## config.mk

```make
export PLATFORM = sky130hd
export DESIGN_NAME = ipv4_hdr_rewrite
export DESIGN_NICKNAME = d
export VERILOG_FILES = /design/src/rtl/ipv4_rw_pkg.sv /design/src/rtl/ipv4_hdr_rewrite.sv
export SDC_FILE = /design/constraint.sdc
export NUM_CORES = 1
export LEC_CHECK = 0
export ABC_CLOCK_PERIOD_IN_PS = 7490
export CAP_MARGIN = 0
export CORE_AREA = 5 5 139 167
export DETAILED_ROUTE_END_ITERATION = 16
export DIE_AREA = 0 0 144 172
export GPL_ROUTABILITY_DRIVEN = 0
export PLACE_DENSITY = 0.76
export SKIP_LAST_GASP = 1
export SYNTH_ARGS = -nofsm -noshare
export SYNTH_HDL_FRONTEND = slang
export SYNTH_SLANG_ARGS = --single-unit
export TNS_END_PERCENT = 20
```

## constraint.sdc

```tcl
create_clock -name clk -period 7.49 [get_ports clk]
set_input_delay 1.498 -clock clk [delete_from_list [all_inputs] [get_ports clk]]
set_output_delay 1.498 -clock clk [all_outputs]
set_load 0.01 [all_outputs]
```

## src/rtl/ipv4_rw_pkg.sv

```systemverilog
// Shared types and IPv4 header field positions for the header rewriter.
package ipv4_rw_pkg;

  typedef enum logic [2:0] {
    IDLE,
    CAPT,
    REQ,
    WAIT,
    HDR_OUT,
    PASS,
    FLUSH
  } state_t;

  localparam int HDR_WORDS    = 5;
  localparam int IPV4_VER     = 4;
  localparam int IPV4_IHL_MIN = 5;

  // word0 fields
  localparam int VER_MSB  = 31;
  localparam int VER_LSB  = 28;
  localparam int IHL_MSB  = 27;
  localparam int IHL_LSB  = 24;
  localparam int DSCP_MSB = 23;
  localparam int DSCP_LSB = 18;

  // word2 fields
  localparam int TTL_MSB  = 31;
  localparam int TTL_LSB  = 24;
  localparam int CSUM_MSB = 15;
  localparam int CSUM_LSB = 0;

  localparam logic [2:0] LAST_HDR = 3'(HDR_WORDS - 1);

endpackage

```

## src/rtl/ipv4_hdr_rewrite.sv

```systemverilog
// Buffers the 5-word IPv4 header, optionally rewrites DSCP/TTL using an
// incremental checksum from checksum_gen, then streams the payload through.
module ipv4_hdr_rewrite
  import ipv4_rw_pkg::*;
#(
  parameter int unsigned GNT_TIMEOUT = 15
) (
  input  logic        clk,
  input  logic        reset,
  input  logic        in_valid,
  output logic        in_ready,
  input  logic [31:0] in_data,
  input  logic        in_sop,
  input  logic        in_eop,
  output logic        out_valid,
  input  logic        out_ready,
  output logic [31:0] out_data,
  output logic        out_sop,
  output logic        out_eop,
  input  logic        cfg_dscp_en,
  input  logic [5:0]  cfg_dscp,
  input  logic        cfg_ttl_dec,
  output logic        cs_req,
  output logic [15:0] cs_old_checksum,
  output logic [5:0]  cs_removed_val,
  output logic [5:0]  cs_new_val,
  output logic        cs_dec_ttl,
  input  logic        cs_gnt,
  input  logic [15:0] cs_new_checksum,
  output logic        err_runt,
  output logic        err_cs_timeout,
  output logic        ttl_expired
);

  state_t      state, state_nxt;
  logic [31:0] hdr [HDR_WORDS];
  logic [2:0]  cnt, idx, nwords;
  logic        eop4, up;
  logic        dscp_en_r, ttl_dec_r;
  logic [5:0]  dscp_cfg_r;
  logic [7:0]  tmr;
  logic [5:0]  dscp_old, nd;
  logic [7:0]  ttl_old;
  logic        dec, is_v4, go_req;

  assign dscp_old = hdr[0][DSCP_MSB:DSCP_LSB];
  assign ttl_old  = hdr[2][TTL_MSB:TTL_LSB];
  assign is_v4    = (hdr[0][VER_MSB:VER_LSB] == 4'(IPV4_VER)) &&
                    (hdr[0][IHL_MSB:IHL_LSB] == 4'(IPV4_IHL_MIN));
  assign dec      = ttl_dec_r && (ttl_old != 8'd0);
  assign nd       = dscp_en_r ? dscp_cfg_r : dscp_old;
  assign go_req   = is_v4 && ((nd != dscp_old) || dec);

  always_ff @(posedge clk or posedge reset) begin
    if (reset) state <= IDLE;
    else       state <= state_nxt;
  end

  always_comb begin
    state_nxt      = state;
    in_ready       = 1'b0;
    out_valid      = 1'b0;
    out_data       = '0;
    out_sop        = 1'b0;
    out_eop        = 1'b0;
    cs_req         = 1'b0;
    err_runt       = 1'b0;
    err_cs_timeout = 1'b0;
    ttl_expired    = 1'b0;
    case (state)
      IDLE: begin
        // up keeps in_ready low until the first edge after reset release
        in_ready = up;
        if (up && in_valid && in_sop) begin
          if (in_eop) begin
            err_runt  = 1'b1;
            state_nxt = FLUSH;
          end else begin
            state_nxt = CAPT;
          end
        end
      end
      CAPT: begin
        in_ready = 1'b1;
        if (in_valid) begin
          if (cnt == LAST_HDR) begin
            ttl_expired = is_v4 && ttl_dec_r && (ttl_old == 8'd0);
            state_nxt   = go_req ? REQ : HDR_OUT;
          end else if (in_eop) begin
            err_runt  = 1'b1;
            state_nxt = FLUSH;
          end
        end
      end
      REQ: begin
        cs_req    = 1'b1;
        state_nxt = WAIT;
      end
      WAIT: begin
        if (cs_gnt) begin
          state_nxt = HDR_OUT;
        end else if (tmr == 8'd1) begin
          err_cs_timeout = 1'b1;
          state_nxt      = HDR_OUT;
        end
      end
      HDR_OUT: begin
        out_valid = 1'b1;
        out_data  = hdr[idx];
        out_sop   = (idx == 3'd0);
        out_eop   = eop4 && (idx == LAST_HDR);
        if (out_ready && (idx == LAST_HDR)) state_nxt = eop4 ? IDLE : PASS;
      end
      PASS: begin
        out_valid = in_valid;
        in_ready  = out_ready;
        out_data  = in_data;
        out_eop   = in_eop;
        if (in_valid && out_ready && in_eop) state_nxt = IDLE;
      end
      FLUSH: begin
        out_valid = 1'b1;
        out_data  = hdr[idx];
        out_sop   = (idx == 3'd0);
        out_eop   = (idx == nwords - 3'd1);
        if (out_ready && (idx == nwords - 3'd1)) state_nxt = IDLE;
      end
      default: state_nxt = IDLE;
    endcase
  end

  always_ff @(posedge clk or posedge reset) begin
    if (reset) begin
      for (int i = 0; i < HDR_WORDS; i++) hdr[i] <= '0;
      cnt             <= '0;
      idx             <= '0;
      nwords          <= '0;
      eop4            <= 1'b0;
      up              <= 1'b0;
      dscp_en_r       <= 1'b0;
      ttl_dec_r       <= 1'b0;
      dscp_cfg_r      <= '0;
      tmr             <= '0;
      cs_old_checksum <= '0;
      cs_removed_val  <= '0;
      cs_new_val      <= '0;
      cs_dec_ttl      <= 1'b0;
    end else begin
      up <= 1'b1;
      case (state)
        IDLE: begin
          if (up && in_valid && in_sop) begin
            hdr[0]     <= in_data;
            cnt        <= 3'd1;
            nwords     <= 3'd1;
            idx        <= '0;
            eop4       <= 1'b0;
            dscp_en_r  <= cfg_dscp_en;
            dscp_cfg_r <= cfg_dscp;
            ttl_dec_r  <= cfg_ttl_dec;
          end
        end
        CAPT: begin
          if (in_valid) begin
            hdr[cnt] <= in_data;
            cnt      <= cnt + 3'd1;
            nwords   <= cnt + 3'd1;
            eop4     <= in_eop;
            // operands stay frozen until the next rewrite decision
            if ((cnt == LAST_HDR) && go_req) begin
              cs_old_checksum <= hdr[2][CSUM_MSB:CSUM_LSB];
              cs_removed_val  <= dscp_old;
              cs_new_val      <= nd;
              cs_dec_ttl      <= dec;
            end
          end
        end
        REQ: tmr <= 8'(GNT_TIMEOUT);
        WAIT: begin
          if (cs_gnt) begin
            hdr[0][DSCP_MSB:DSCP_LSB] <= cs_new_val;
            hdr[2][TTL_MSB:TTL_LSB]   <= ttl_old - {7'd0, cs_dec_ttl};
            hdr[2][CSUM_MSB:CSUM_LSB] <= cs_new_checksum;
          end else begin
            tmr <= tmr - 8'd1;
          end
        end
        HDR_OUT, FLUSH: if (out_ready) idx <= idx + 3'd1;
        default: ;
      endcase
    end
  end

endmodule

```

==> run metrics, run 1 <==
Synth Area in Adders 0.0105; RSZ-0062 raised after global routing no; CTS max path bufs 3; setup TNS 0 ps; Most used DFF post-synth dfrtp_1; post-synthesis sequential element count ~220; Clk pwr share 0.250; combinational group share of total power 0.376; Sw Ratio 0.338; Die X 144 um; Synth Cell Area between 10000 and 15000 um2; final cell count without fillers about 1300; setup bufs post-CTS 0; mux cell area share after synthesis 0.234; register area ~5400 um2; # diodes 0; total number of vias ~7700; leading area contributor after synthesis dfrtp_1; CP peak stage delay roughly 650 ps; met2 Resource Use GR 0.370; Initial Util 0.499; drt first-iter violations between 600 and 700; gr busiest metal met2; H-tree depth 1; die height around 170 um; fin crit share 0.696; WHS Endpoint hdr[128]; simple-gate share of the synthesized area 0.0822; total CTS buffers 24; Core Util, Final 0.612; I/O Buffers 131; CP startpoint kind input port; Setup Skew around 8.2 ps; CTS Hold Bufs 0; core area 21500 um2; Post-synth EDFFs 0; Buf/Inv on CP 3; initial antenna violation count 0; max-cap violations 0; M3 GR Usage 0.0368; Worst Hold Class reg2reg; TritonCTS clock tree built; share of flip-flops with an asynchronous set or reset 1.00; final setup margin about 2300 ps; final net count around 1100; Sink Count around 220; Multi-input gate area around 5000 um2; min-delay src hdr[128]; Yosys top cell area share 0.504; most frequent cells in the layout dfrtp_1 (214), clkdlybuf4s50_1 (131), mux2_2 (114), nand2_1 (75), nor2_1 (55); clk_lat worst skew roughly 520 ps; critical path class in2out; R2R Setup Slk 4200 ps; Row Count 59; data required time of the worst path 5990 ps; minimum clock period between 5000 and 6000 ps; via-per-instance ratio between 5 and 6; pin count of the biggest net entering global routing 90; layout cells sized above 1 0.251; Syn Area/Cell ~12 um2; grt total ovfl 0; Detailed Route WL around 27 mm; Root Driver clkbuf_16; ANT nets after route 0; CP cell instances clkdlybuf4s50_1, inv_1, or2_1, nor4_1, clkdlybuf4s50_1; Slowest cell on crit path clkdlybuf4s50_1; Clock transition at path regs around 60 ps; Peak VDD IR between 0.0002 and 0.00025 V; Hold Path Cell Cnt 2; area grow syn2layout 22.8%; synth top area cells dfrtp_1 (50%), mux2_2 (12%), mux4_2 (6.7%); DRT Pass-1 Iters 5; Power Dens Cells 389 nW/um2; total nets after synthesis 947; Syn. warnings 0; P_int between 0.003 and 0.004 W; IO Pins between 100 and 150; Final HPWL DP roughly 17 mm; Compound-Gate Fraction of Synth Area 0.123; total track usage 0.224; final hold violations 0; fin. max-slew vios 0; Residual DRC 0; combinational family with the most area after synthesis multiplexers; final setup vio count 0; Crit Path Max Fanout 8; full die area approximately 25000 um2; outcome finished, final reports clean; Max-Slew Margin vs Limit 0.204; CTS resizes 0; most common cell after layout, fill and taps aside dfrtp_1; first-pass GRT wire length ~44 mm; R2R Path End cs_removed_val[1]; Net Switching 0.00173 W; reg-to-reg startpoint state[0]; fill count 1694; Leak ~6 nW; Seq pwr share 0.374; xor/xnor share of the synthesized area 0.0127; worst-margin pin slew around 1200 ps; Crit path depth 5; Worst setup EP type output pin; Fmax 192 MHz; number of global-route vias before repair roughly 8000; dpl cells between 1000 and 1500; met1 Use GR 0.312; depth of the most critical reg-to-reg path 5; Netlist cell types slightly above 60; crit-path most repeated cell clkdlybuf4s50_1; Top delay family on crit path buffers and inverters; Critical Path AT 3720 ps; pre-CTS setup slack approximately 2200 ps; Avg WL per Cell ~21 um; sequential fraction of the synthesis area 0.504; Synth Instances 875
==> metal layers <==
layer	share of wire	vias up
li1	-	3478
met1	0.43	3921
met2	0.49	241
met3	0.061	39
met4	0.018	0
met5	0	-
==> logic make-up after synthesis <==
logic type,Yosys count
AOI/OAI and AO/OA,186
xor gates and xnor gates,14
adders and majority gates,9
buffers and inverters,79
DFF,216
muxes,181
other,1
and+or+nand+nor,189
==> worst max path at each step <==
| stage | start | to |
|---|---|---|
| after floorplan | reset | cs_dec_ttl |
| after global placement | in_valid | ttl_expired |
| after detailed placement | in_valid | ttl_expired |
| after CTS | in_valid | ttl_expired |
| after global routing | in_valid | ttl_expired |
| final | in_valid | ttl_expired |
==> worst register-to-register path, stage by stage, from the launching register on <==
cell	delay, ps
dfrtp_1	730
or3b_4	490
or2_1	360
nor4_2	690
buf_4	500
mux2_2	420
==> state kept, by name, summed over array words and instances, names as in the netlist, 3 cells and up <==
| name | flops |
|---|---|
| dscp_old | 6 |
| tmr | 8 |
| hdr | 154 |
| cs_old_checksum | 16 |
| idx | 3 |
| cs_new_val | 6 |
| cs_removed_val | 6 |
| nwords | 3 |
| state | 3 |
| dscp_cfg_r | 6 |
==> power by group through the flow <==
stage / sequential, W / combinational [W] / clock [W]
2_1_floorplan: 0.00178 / 0.00142 / 0
3_3_place_gp: 0.00190 / 0.00188 / 0
3_5_place_dp: 0.00192 / 0.00192 / 0
4_1_cts: 0.00191 / 0.00193 / 0.00130
5_1_grt: 0.00197 / 0.00210 / 0.00135
6_report: 0.00191 / 0.00192 / 0.00128
==> cells in the mapped netlist (all sizes together) (3+ instances only) <==
library cell  number
clkbuf            45
nand2             75
a22o               3
nor2b              6
mux4              32
ha                 9
o21ai             51
a221oi            16
nand2b             3
inv               15
xor2               9
mux2             148
nand3              6
and2               3
dfrtp            216
or4                3
xnor2              4
nor2              57
a22oi             39
a21oi             16
a32oi              3
nand3b             3
and3               4
nor3              10
o41ai              3
buf               18
o2bb2ai           37
nor4               6
==> metrics by stage <==
| stage | instance area (um2) | hold slack (ps) | total power, W |
|---|---|---|---|
| floorplan | 10700 | 445 | 0.00320 |
| global placement | 12300 | 459 | 0.00378 |
| detailed placement | 12300 | 470 | 0.00384 |
| CTS | 13200 | 483 | 0.00514 |
| global route | 13200 | 497 | 0.00543 |
| finish | 13200 | 475 | 0.00512 |
==> final cells by class <==
| type | count | area share |
|---|---|---|
| Inverter | 16 | 0.00514 |
| Clock inverter | 11 | 0.0123 |
| Timing Repair Buffer | 151 | 0.111 |
| Multi-Input combinational cell | 580 | 0.381 |
| Clock buffer | 33 | 0.0536 |
| Tap cell | 274 | 0.0261 |
| Sequential cell | 216 | 0.411 |
Power figures use the tool's default switching activity.
==> inputs of run 2 (changes only) <==
ABC_CLOCK_PERIOD_IN_PS = 4500   (was 7490)
clock period = 4.5 ns   (was 7.49 ns; I/O delays follow)
==> run 2 against run 1 <==
Against the previous run: sequential share of layout area fell by 0.44 points; global-route usage rose by 0.39 points; critical path depth decreased by 1; non-clock buffer count is 13 higher; combinational power up 68%; clock power up 68%; flip-flop and latch count unchanged; first-iteration DRC count down 25%; worst hold slack improved by 2.3 ps; die area is the same; wire length increased by 1.7%; sequential power increased by 69%.
==> run metrics, run 2 (synthesis results as in run 1) <==
dpl cells 1250 (was 1237); RSZ-0062 raised after global routing no (unchanged); max-cap violations 0 (unchanged); TritonCTS clock tree built (unchanged); most common cell after layout, fill and taps aside dfrtp_1 (unchanged); CTS max path bufs 3 (unchanged); CTS resizes 0 (unchanged); I/O Buffers 131 (unchanged); initial antenna violation count 0 (unchanged); Die X 144 um (unchanged); die height 172 um (unchanged); Detailed Route WL 28.0 mm (was 27.5 mm); Setup Skew 12.4 ps (was 8.25 ps); final setup margin 448 ps (was 2280 ps); Top Registers hdr x154, cs_old_checksum x16, tmr x8 (unchanged); first-pass GRT wire length 44.7 mm (was 43.8 mm); pin count of the biggest net entering global routing 129 (was 90); Crit Path Max Fanout 21 (was 8); Leak 5.90 nW (was 5.83 nW); area grow syn2layout 24.1% (was 22.8%); Sink Count 216 (unchanged); Clock transition at path regs 60 ps (about the same); Max-Slew Margin vs Limit 0.251 (was 0.204); # diodes 0 (unchanged); clk_lat worst skew 520 ps (about the same); fin crit share 0.900; met2 Resource Use GR 0.386 (was 0.370); Top reg by flops hdr (unchanged); worst-margin pin slew 1120 ps (was 1190 ps); Worst Hold Class reg2reg (unchanged); fin. max-slew vios 0 (unchanged); Largest register FFs 154 (unchanged); DRT Pass-1 Iters 5 (unchanged); most frequent cells in the layout dfrtp_1 (214), clkdlybuf4s50_1 (131), mux2_2 (114), nand2_1 (75), nor2_1 (55) (unchanged); Avg WL per Cell 21.6 um (was 21.5 um); M3 GR Usage 0.0351 (was 0.0368); total number of vias 7706 (was 7679); ANT nets after route 0 (unchanged); CP startpoint kind flip-flop (was input port); total CTS buffers 24 (unchanged); layout cells sized above 1 0.260 (was 0.251); Power Dens Cells 646 nW/um2 (was 389 nW/um2); met1 Use GR 0.308 (was 0.312); final net count 1074 (was 1061); critical path class reg2out (was in2out); final cell count without fillers 1294 (was 1281); pre-CTS setup slack 751 ps (was 2240 ps); number of global-route vias before repair 8149 (was 7967); final setup vio count 0 (unchanged); gr busiest metal met2 (unchanged); total track usage 0.228 (was 0.224); Residual DRC 0 (unchanged); IO Pins 132 (unchanged); full die area 24800 um2 (unchanged); Critical Path AT 3150 ps (was 3720 ps); Initial Util 0.499 (unchanged); Final HPWL DP 18.2 mm (was 17.1 mm); minimum clock period 4050 ps; data required time of the worst path 3600 ps (was 5990 ps); setup TNS 0 ps (unchanged); final hold violations 0 (unchanged); setup bufs post-CTS 0 (unchanged); Fmax ~250 MHz; H-tree depth 1 (unchanged); CTS Hold Bufs 0 (unchanged); grt total ovfl 0 (unchanged); outcome finished, final reports clean (unchanged); Row Count 59 (unchanged); Peak VDD IR 0.000434 V (was 0.000233 V); Root Driver clkbuf_16 (unchanged); via-per-instance ratio 5.96 (was 5.99); core area 21500 um2 (unchanged); drt first-iter violations 480 (was 637); Worst setup EP type output pin (unchanged)
[run 2: worst max-delay path, stage by stage, from the launching register on]
cell,delay (ps)
dfrtp_1,710
nand2b_1,930
buf_4,360
o2bb2ai_1,110
clkdlybuf4s50_1,500
[run 2: path summary, 6_finish.rpt]
kind | cells past startpoint | slack [ps] | to | from
max | 4 | 450 | out_data[20] | state[0]
min | 2 | 480 | hdr[138] | hdr[138]
max reg2reg | 6 | 1430 | hdr[41] | state[0]
min reg2reg | 2 | 480 | hdr[138] | hdr[138]
max in group asynchronous | 3 | 2850 | hdr[100] | reset
min in group asynchronous | 2 | 690 | tmr[6] | reset
[run 2: area by class of cell]
class / count / area (um2)
clock buffer: 36 / 737
clock inverter: 8 / 140
sequential: 216 / 5410
multi-input combinational: 580 / 5010
timing repair buffer: 164 / 1600
inverter: 16 / 63.8
tap: 274 / 343
fill: 1660 / 8180
[run 2: power breakdown]
part	switching, W	internal [W]	leakage (nW)
sequential	0.000584	0.00263	2.77
clock	0.000791	0.00136	0.435
combinational	0.00152	0.00171	2.70
total	0.00289	0.00570	5.90
[run 2: per-layer routing]
| layer | part of all wire | vias up |
|---|---|---|
| met2 | 0.50 | 264 |
| li1 | - | 3502 |
| met3 | 0.063 | 40 |
| met4 | 0.020 | 0 |
| met1 | 0.42 | 3900 |
| met5 | 0 | - |
[run 2: through the flow]
step | cell area [um2] | power (W) | util | hold WS, ps
detailed placement | 12400 | 0.00646 | 0.578 | 470
CTS | 13300 | 0.00863 | 0.619 | 484
global route | 13300 | 0.00910 | 0.619 | 495
global placement | 12400 | 0.00635 | 0.578 | 460
finish | 13300 | 0.00860 | 0.619 | 477
floorplan | 10700 | 0.00532 | - | 445
